[src/rtl/sh7604_pkg.sv]
// SH7604 shared types: bus arbiter debug state codes and float-cycle limits.
package sh7604_pkg;

  typedef logic [2:0] arb_st_t;

  localparam arb_st_t ARB_IDLE  = 3'd0;
  localparam arb_st_t ARB_INT   = 3'd1;
  localparam arb_st_t ARB_HOLD  = 3'd2;
  localparam arb_st_t ARB_FLT_E = 3'd3;
  localparam arb_st_t ARB_EXT   = 3'd4;
  localparam arb_st_t ARB_FLT_I = 3'd5;

  localparam int FLOAT_CYC_MIN = 1;
  localparam int FLOAT_CYC_MAX = 7;
  localparam int BURST_BEATS   = 4;

  // Out-of-range parameters are clamped so the float counter can never load 0.
  function automatic logic [2:0] float_load(input int cyc);
    if (cyc < FLOAT_CYC_MIN) return 3'(FLOAT_CYC_MIN);
    if (cyc > FLOAT_CYC_MAX) return 3'(FLOAT_CYC_MAX);
    return 3'(cyc);
  endfunction

endpackage

[src/rtl/sh7604_bus_arb.sv]
// Bus ownership arbiter between the internal DBUS master and an external BRLS/BGR master.
// Grant to the internal master takes 1 CE_R; external grant takes 2 (sync) + 1 + FLOAT_CYC CE_R.
module sh7604_bus_arb
  import sh7604_pkg::*;
#(
  parameter int FLOAT_CYC = 2
) (
  input  logic       CLK,
  input  logic       RST_N,
  input  logic       CE_R,
  input  logic       CE_F,
  input  logic       EN,
  input  logic       INT_REQ,
  input  logic       INT_LOCK,
  input  logic       INT_BURST,
  input  logic       BUS_RDY,
  input  logic       BRLS_N,
  output logic       BGR_N,
  output logic       INT_GNT,
  output logic       INT_WAIT,
  output logic       BUS_HIZ,
  output logic [2:0] ARB_ST
);

  localparam logic [2:0] FLT_LOAD  = float_load(FLOAT_CYC);
  localparam logic [1:0] BEAT_LOAD = 2'(BURST_BEATS - 1);

  logic       brls_s1_q;
  logic       brls_s2_q;
  arb_st_t    st_q;
  arb_st_t    st_d;
  logic [1:0] beat_q;
  logic [1:0] beat_d;
  logic [2:0] flt_q;
  logic [2:0] flt_d;
  logic       ext_req;
  logic       ext_pending;
  logic       adv;
  logic       gnt;
  logic       unused_ce_f;

  assign unused_ce_f = CE_F;
  assign adv         = CE_R & EN;
  assign ext_req     = ~brls_s2_q;
  // A request still travelling through the synchroniser keeps an idle bus parked,
  // so an external request that arrives together with INT_REQ still wins.
  assign ext_pending = ~(BRLS_N & brls_s1_q & brls_s2_q);

  always_ff @(posedge CLK or negedge RST_N) begin
    if (!RST_N) begin
      brls_s1_q <= 1'b1;
      brls_s2_q <= 1'b1;
    end else if (CE_R) begin
      brls_s1_q <= BRLS_N;
      brls_s2_q <= brls_s1_q;
    end
  end

  always_comb begin
    st_d   = st_q;
    beat_d = beat_q;
    flt_d  = flt_q;
    case (st_q)
      ARB_IDLE: begin
        if (ext_req) begin
          st_d  = ARB_FLT_E;
          flt_d = FLT_LOAD;
        end else if (INT_REQ && !ext_pending) begin
          st_d = ARB_INT;
        end
      end
      ARB_INT: begin
        if (INT_REQ && (INT_BURST || INT_LOCK)) begin
          st_d   = ARB_HOLD;
          beat_d = INT_BURST ? BEAT_LOAD : 2'd0;
        end else if (ext_req) begin
          st_d  = ARB_FLT_E;
          flt_d = FLT_LOAD;
        end else if (!INT_REQ) begin
          st_d = ARB_IDLE;
        end
      end
      ARB_HOLD: begin
        if (BUS_RDY) begin
          if (beat_q != 2'd0) begin
            beat_d = beat_q - 2'd1;
          end else if (!INT_LOCK) begin
            st_d = ARB_INT;
          end
        end
      end
      ARB_FLT_E: begin
        if (!ext_req) begin
          st_d  = ARB_FLT_I;
          flt_d = FLT_LOAD;
        end else if (flt_q <= 3'd1) begin
          st_d  = ARB_EXT;
          flt_d = 3'd0;
        end else begin
          flt_d = flt_q - 3'd1;
        end
      end
      ARB_EXT: begin
        if (!ext_req) begin
          st_d  = ARB_FLT_I;
          flt_d = FLT_LOAD;
        end
      end
      ARB_FLT_I: begin
        if (flt_q <= 3'd1) begin
          st_d  = INT_REQ ? ARB_INT : ARB_IDLE;
          flt_d = 3'd0;
        end else begin
          flt_d = flt_q - 3'd1;
        end
      end
      default: begin
        st_d   = ARB_IDLE;
        beat_d = 2'd0;
        flt_d  = 3'd0;
      end
    endcase
  end

  always_ff @(posedge CLK or negedge RST_N) begin
    if (!RST_N) begin
      st_q   <= ARB_IDLE;
      beat_q <= 2'd0;
      flt_q  <= 3'd0;
    end else if (adv) begin
      st_q   <= st_d;
      beat_q <= beat_d;
      flt_q  <= flt_d;
    end
  end

  // Outputs decode the registered state only, so reset clears them without a clock.
  assign gnt      = (st_q == ARB_INT) | (st_q == ARB_HOLD);
  assign INT_GNT  = gnt;
  assign BGR_N    = ~(st_q == ARB_EXT);
  assign BUS_HIZ  = (st_q == ARB_FLT_E) | (st_q == ARB_FLT_I) | (st_q == ARB_EXT);
  assign INT_WAIT = RST_N & INT_REQ & ~gnt;
  assign ARB_ST   = st_q;

endmodule

[config.mk]
export PLATFORM = sky130hd
export DESIGN_NAME = sh7604_bus_arb
export DESIGN_NICKNAME = d
export VERILOG_FILES = /design/src/rtl/sh7604_pkg.sv /design/src/rtl/sh7604_bus_arb.sv
export SDC_FILE = /design/constraint.sdc
export NUM_CORES = 1
export LEC_CHECK = 0
export ABC_AREA = 1
export BUFFER_PORTS_ARGS = -buffer_cell sky130_fd_sc_hd__buf_2
export CORE_MARGIN = 3
export CORE_UTILIZATION = 56
export DETAILED_ROUTE_END_ITERATION = 12
export HOLD_SLACK_MARGIN = 0.05
export PLACE_DENSITY = 0.89
export SLEW_MARGIN = 5
export SYNTH_ARGS = -nofsm -noshare
export SYNTH_HDL_FRONTEND = slang
export SYNTH_SLANG_ARGS = --single-unit
export TNS_END_PERCENT = 1
[constraint.sdc]
create_clock -name CLK -period 2 [get_ports CLK]
set_input_delay 0 -clock CLK [delete_from_list [all_inputs] [get_ports CLK]]
set_output_delay 0 -clock CLK [all_outputs]
set_load 0.02 [all_outputs]
==> results.json, run 1 <==
{
  "run_status": "completed",
  "dpl_cell_area_sq_um": 901,
  "timing_worst_setup_path_type": "reg2out",
  "critical_path.reg2reg.startpoint": "ARB_ST[2]$_DFFE_PN0P_",
  "die_y_um": 44.1,
  "critical_path.startpoint_type": "flop",
  "vdd_drop_max_uv": 658,
  "post_route_cells_drive_above_1_share_pct": 28.1,
  "number_of_flip_flops_and_latches_in_the_synthesized_netlist": 10,
  "synth_fp_nets": 130,
  "min_from": "INT_BURST",
  "largest_net_degree_at_the_start_of_global_routing": 12,
  "clkLatencyLatePin_ps": 270,
  "worstMarginPinSlew_ps": 405,
  "crit_arrival_ps": 1460,
  "dr.pass1.iters": 4,
  "post_layout_minimum_cycle_time_ps": 1460,
  "end_kind": "output pin",
  "rsz_0062_raised_after_global_routing": "no",
  "first_global_vias": 725,
  "die_w_um": 44.1,
  "first_pass_grt_wire_length_um": 3040,
  "synth_area_leader_cell": "dfrtp_1",
  "post_synth_edffs": 0,
  "worstPathMaxFanout": 7,
  "routed-via-count": 829,
  "asyncSetResetFlopFracSynth_pct": 100,
  "drt.antenna.violating_nets": 0,
  "grt-ovfl-total": 0,
  "worst-endpoint-required_ps": 2000,
  "synth_top_flop_cell": "dfrtp_1",
  "cts_num_sinks": 10,
  "gpl.final_weighted_congestion": 0.875,
  "grt_antenna_before_repair": 0,
  "cts_tree": "done",
  "clock_path_buffers": 2,
  "routed_wirelength_um": 1790,
  "powerDensity_nw_per_um2": 1340,
  "total_core_area_sq_um": 1330,
  "synth_sequential_area_ratio_pct": 31.1,
  "post-cts-setup-buffers": 0,
  "leakage_nw": 0.535,
  "synth.most_common_cell": "nand2_1",
  "ys_warn_count": 0,
  "synth_top_area_share_pct": 24.7,
  "worst_slack_ps": 535,
  "max_cap_viol_count": 0,
  "synth_area_sq_um": 812,
  "vias_per_cell": 5.38,
  "slew_viol_final": 0,
  "num_cts_buffers": 3,
  "netlist-cell-type-count": 24,
  "crit_path_launch": "ARB_ST[2]$_DFFE_PN0P_",
  "setup_viol": 0,
  "dr.first_iter.drc_count": 34,
  "row_count": 13,
  "fin_total_pwr_mw": 1.28,
  "holdCritPathClass": "in2reg",
  "ioPinCount": 17,
  "buffer_ports.inserted": 15,
  "grtUsageTotal_pct": 21.2,
  "post_synthesis_average_cell_area_sq_um": 6.88,
  "synthCells": 118,
  "max-slew-margin-rel_pct": 72.7,
  "highest_attainable_clock_frequency_ghz": 0.683,
  "post-route-period-util_pct": 73.2,
  "floorplan.initialDensity_pct": 60.9,
  "final_design_area_no_fill_sq_um": 957,
  "ys_top_cells_by_count": "34 x nand2_1, 18 x inv_1, 13 x nand3_1, 8 x dfrtp_1, 8 x nor2_1",
  "worst_clock_skew_ps": 0.254,
  "areaGrowthSynthToFinish_pct": 17.9,
  "finalCoreUtilization_pct": 71.8,
  "setup_tns_ps": 0,
  "ctsRootBufferMaster": "clkbuf_4",
  "drc": 0,
  "clk_pin_slew_worst_setup_hold_paths_ps": 70,
  "insertedDiodeCount": 0,
  "htreeDepth": 1,
  "finalHoldViolCount": 0,
  "post_synth_main_area_contributors": "dfrtp_1 25%, nand2_1 16%, inv_1 8.3%",
  "place_hpwl_um": 1350,
  "dp_slack_ps": 613,
  "floorplan.die_area_sq_um": 1940,
  "finalNetCount": 152,
  "avgRoutedWirePerCell_um": 11.6
}
==> what timing repair did <==
item | 4_1_cts | 5_1_grt
hold endpoints to repair | 12 | 0
gates resized for setup | 0 | 0
hold buffers | 3 | 0
==> metal layers <==
metal | vias to the layer above | routed length [um] | global-route usage [%]
met5 | - | 0 | 0
met4 | 0 | 52 | 10.8
met3 | 7 | 153 | 3.66
met2 | 43 | 792 | 31.7
met1 | 368 | 793 | 29.2
li1 | 411 | - | -
==> metrics by stage <==
| stage | cells | hold WS [ps] |
|---|---|---|
| 2_1_floorplan | 118 | -296 |
| 3_3_place_gp | 147 | -124 |
| 3_5_place_dp | 147 | -122 |
| 4_1_cts | 154 | 122 |
| 5_1_grt | 154 | 156 |
| 6_report | 154 | 114 |
==> where the power goes <==
| part | switching (mW) | total, mW | internal, mW |
|---|---|---|---|
| clock | 0.0732 | 0.150 | 0.0772 |
| sequential | 0.0976 | 0.369 | 0.271 |
| combinational | 0.494 | 0.764 | 0.270 |
==> state kept, by name, summed over array words and instances, names as in the netlist <==
register,flops
ARB_ST,3
flt_q,3
beat_q,2
brls_s1_q,1
brls_s2_q,1
==> worst max-delay path, stage by stage, from the launching register on <==
cell and delay (ps):
dfrtp_1 490, inv_2 140, nand3_1 220, nand2_1 100, nor2_1 80, buf_2 160
==> cell families after synthesis <==
kind of cell,after synthesis,share of synthesized area (%)
flip-flops,10,31.1
multiplexers,1,1.39
XOR/XNOR,1,1.08
AND/OR/NAND/NOR,72,46.7
buffers and inverters,23,10.8
adder cells (fa/ha/maj),2,3.08
AO/OA/AOI/OAI,9,5.85
==> layout make-up <==
class | instances | area (sq um)
fillers | 113 | 377
flip-flops and latches | 10 | 253
inverters | 22 | 82.6
well taps | 15 | 18.8
repair buffers | 18 | 105
multi-input cells | 85 | 472
clock buffers | 4 | 26.3
==> cell usage in the layout (no fill, tap or decap), drive strengths merged, types with 3 or more instances in the layout <==
master       instances
nand2               39
inv                 22
nand3               17
buf                 15
nor2                12
dfrtp                8
o21ai                7
clkbuf               4
dlygate4sd3          3
==> worst paths after layout <==
path                                    endpoint  slack (ps)  cells after the start
setup / recovery                        INT_WAIT         540                      5
hold / removal             beat_q[1]$_DFFE_PN0P_         110                      5
setup reg to reg            flt_q[0]$_DFFE_PN0P_         580                      9
hold reg to reg            beat_q[1]$_DFFE_PN0P_         490                      2
max in group asynchronous  brls_s2_q$_DFFE_PN1P_        1580                      2
min in group asynchronous   flt_q[2]$_DFFE_PN0P_         150                      2
Power figures use the tool's default switching activity.
==> run 2: changes to the inputs <==
--- a/config.mk
+++ b/config.mk
@@ -8,10 +8,10 @@
 export ABC_AREA = 1
 export BUFFER_PORTS_ARGS = -buffer_cell sky130_fd_sc_hd__buf_2
 export CORE_MARGIN = 3
-export CORE_UTILIZATION = 56
+export CORE_UTILIZATION = 47
 export DETAILED_ROUTE_END_ITERATION = 12
 export HOLD_SLACK_MARGIN = 0.05
-export PLACE_DENSITY = 0.89
+export PLACE_DENSITY = 0.81
 export SLEW_MARGIN = 5
 export SYNTH_ARGS = -nofsm -noshare
 export SYNTH_HDL_FRONTEND = slang
==> constraint.sdc (replaced) <==
create_clock -name CLK -period 1.3 [get_ports CLK]
set_input_delay 0 -clock CLK [delete_from_list [all_inputs] [get_ports CLK]]
set_output_delay 0 -clock CLK [all_outputs]
set_load 0.02 [all_outputs]
==> run 2 against run 1 <==
- the run now ends with setup timing left
- clock skew is 4.9 ps higher
- hold slack better by 7.1 ps
- register-to-register slack got worse by 620 ps
- routed wire length increased by 26%
- sequential power rose by 55%
- global-route usage up 1.4 points
- non-clock buffer count is 17 higher
- final area rose by 21%
- final cell count is 12% higher
- flip-flop and latch count did not move
- utilization is 2.7 points higher
- count of clock-buffer cells in the layout unchanged
- largest cell class unchanged
- highest routed layer unchanged
==> results.json, run 2 (synthesis gave the netlist of run 1 again) <==
{
  "setup_viol": 8,
  "vdd_drop_max_uv": 1210,
  "end_kind": "flop",
  "run_status": "finished, violations left",
  "post-place-cells": 160,
  "vias_per_cell": 5.13,
  "ctsRootBufferMaster": "clkbuf_4",
  "stdcell_count": 172,
  "timing_worst_setup_path_type": "reg2reg",
  "cts_num_sinks": 10,
  "post_route_cells_drive_above_1_share_pct": 42.3,
  "drc": 0,
  "cpMaxStageDelayCell": "dfrtp_2",
  "num_cts_buffers": 3,
  "row_count": 14,
  "dr.first_iter.drc_count": 23,
  "max-slew-margin-rel_pct": 76.9,
  "avgRoutedWirePerCell_um": 13.2,
  "most_common_library_cell_in_the_layout_ignoring_fill_and_taps": "nand2_1",
  "sequential_cell_area_sq_um": 255,
  "delay_of_the_slowest_cell_on_the_worst_path_ps": 500,
  "clk_pin_slew_worst_setup_hold_paths_ps": 70,
  "leakage_nw": 0.627,
  "rsz_0062_raised_after_global_routing": "yes",
  "die_w_um": 47.6,
  "crit_arrival_ps": 1500,
  "layout.cells.most_common_list": "31 x nand2_1, 17 x inv_1, 15 x buf_4",
  "worst_clock_skew_ps": 5.18,
  "worstMarginPinSlew_ps": 342,
  "floorplan.initialDensity_pct": 52.1,
  "powerDensity_nw_per_um2": 2200,
  "htreeDepth": 1,
  "crit_path_cell_trace": "nand3_1 > nand2_2 > nand2_2 > nor2_4 > nor2_4 > nand2_2 > nand2_1 > nand2_1",
  "grt_antenna_before_repair": 0,
  "die_y_um": 47.6,
  "place_hpwl_um": 1580,
  "failed_checks": "setup timing",
  "dr.pass1.iters": 4,
  "total_core_area_sq_um": 1560,
  "routed-via-count": 883,
  "gpl.final_weighted_congestion": 0.943,
  "critPathMostFrequentCell": "nand2_2",
  "finalNetCount": 169,
  "first_pass_grt_wire_length_um": 3600,
  "worst-endpoint-required_ps": 1450,
  "holdCritPathClass": "in2reg",
  "post-route-period-util_pct": 103,
  "areaGrowthSynthToFinish_pct": 43.0,
  "routed_wirelength_um": 2260,
  "multiInputGateArea_sq_um": 509,
  "first_global_vias": 810,
  "cts_tree": "done",
  "finalCoreUtilization_pct": 74.5,
  "insertedDiodeCount": 0,
  "worst_slack_ps": -41.8,
  "critical_path.startpoint_type": "flop",
  "largest_net_degree_at_the_start_of_global_routing": 11,
  "buffer_ports.inserted": 15,
  "grt-ovfl-total": 0,
  "ioPinCount": 17,
  "finalHoldViolCount": 0,
  "worstPathMaxFanout": 6,
  "drt.antenna.violating_nets": 0,
  "max_cap_viol_count": 0,
  "clkLatencyLatePin_ps": 270,
  "num-fill-cells": 95,
  "grtUsageTotal_pct": 22.6,
  "post_layout_minimum_cycle_time_ps": 1340,
  "slew_viol_final": 0,
  "clock_path_buffers": 2,
  "highest_attainable_clock_frequency_ghz": 0.745,
  "floorplan.die_area_sq_um": 2260
}
## run 2: changes by cell type in the layout (fill, tap and decap cells not counted), sizes merged
cell | before | now
buf | 15 | 32
## run 2: stage by stage
stage	cell area (sq um)	TNS (ps)	setup WS (ps)	hold slack, ps	power (mW)
floorplan	817	-203	-39.7	-296	1.47
detailed placement	995	-221	-44.0	-38.9	1.91
finish	1160	-211	-41.8	121	2.55
global route	1160	-933	-130	142	2.75
CTS	1140	-11.6	-8.21	111	2.39
global placement	995	0	11.8	-39.6	1.87
## run 2: worst paths after layout
kind | start | endpoint | slack [ps] | cells after the start
setup / recovery | ARB_ST[0]$_DFFE_PN0P_ | ARB_ST[1]$_DFFE_PN0P_ | -40 | 8
hold / removal | INT_BURST | beat_q[0]$_DFFE_PN0P_ | 120 | 5
setup reg to reg | ARB_ST[0]$_DFFE_PN0P_ | ARB_ST[1]$_DFFE_PN0P_ | -40 | 8
hold reg to reg | flt_q[0]$_DFFE_PN0P_ | flt_q[0]$_DFFE_PN0P_ | 490 | 2
max in group asynchronous | RST_N | brls_s1_q$_DFFE_PN1P_ | 850 | 3
min in group asynchronous | RST_N | flt_q[2]$_DFFE_PN0P_ | 230 | 3
## run 2: repair_timing
item | CTS | global route
setup endpoints to repair | 10 | 12
buffers inserted | 5 | 0
gates resized for setup | 15 | 9
hold endpoints to repair | 12 | 0
hold buffers | 3 | 0
pin swaps | 3 | 2
## run 2: per-layer routing
layer | up-vias | track usage [%] | share of wire [%]
met3 | 6 | 3.01 | 5.1
met2 | 34 | 36.9 | 46
li1 | 451 | - | -
met4 | 0 | 5.91 | 1.8
met1 | 392 | 31.4 | 47
met5 | - | 0 | 0
## run 2: final cells by class
cell class / count / share of cell area, %
clock buffers: 4 / 2.26
multi-input cells: 85 / 43.9
flip-flops and latches: 10 / 22.0
inverters: 22 / 7.33
repair buffers: 35 / 22.8
well taps: 16 / 1.72
## run 2: worst max-delay path: cells and delay by family, from the launching register on
| family | cells | cell delay (ps) |
|---|---|---|
| flip-flops | 1 | 500 |
| AND/OR/NAND/NOR | 8 | 730 |
## run 2: report_power, final
part	switching [mW]	leakage, nW	internal [mW]
combinational	0.991	0.489	0.760
sequential	0.150	0.123	0.423
clock	0.107	0.0150	0.119
total	1.25	0.627	1.30
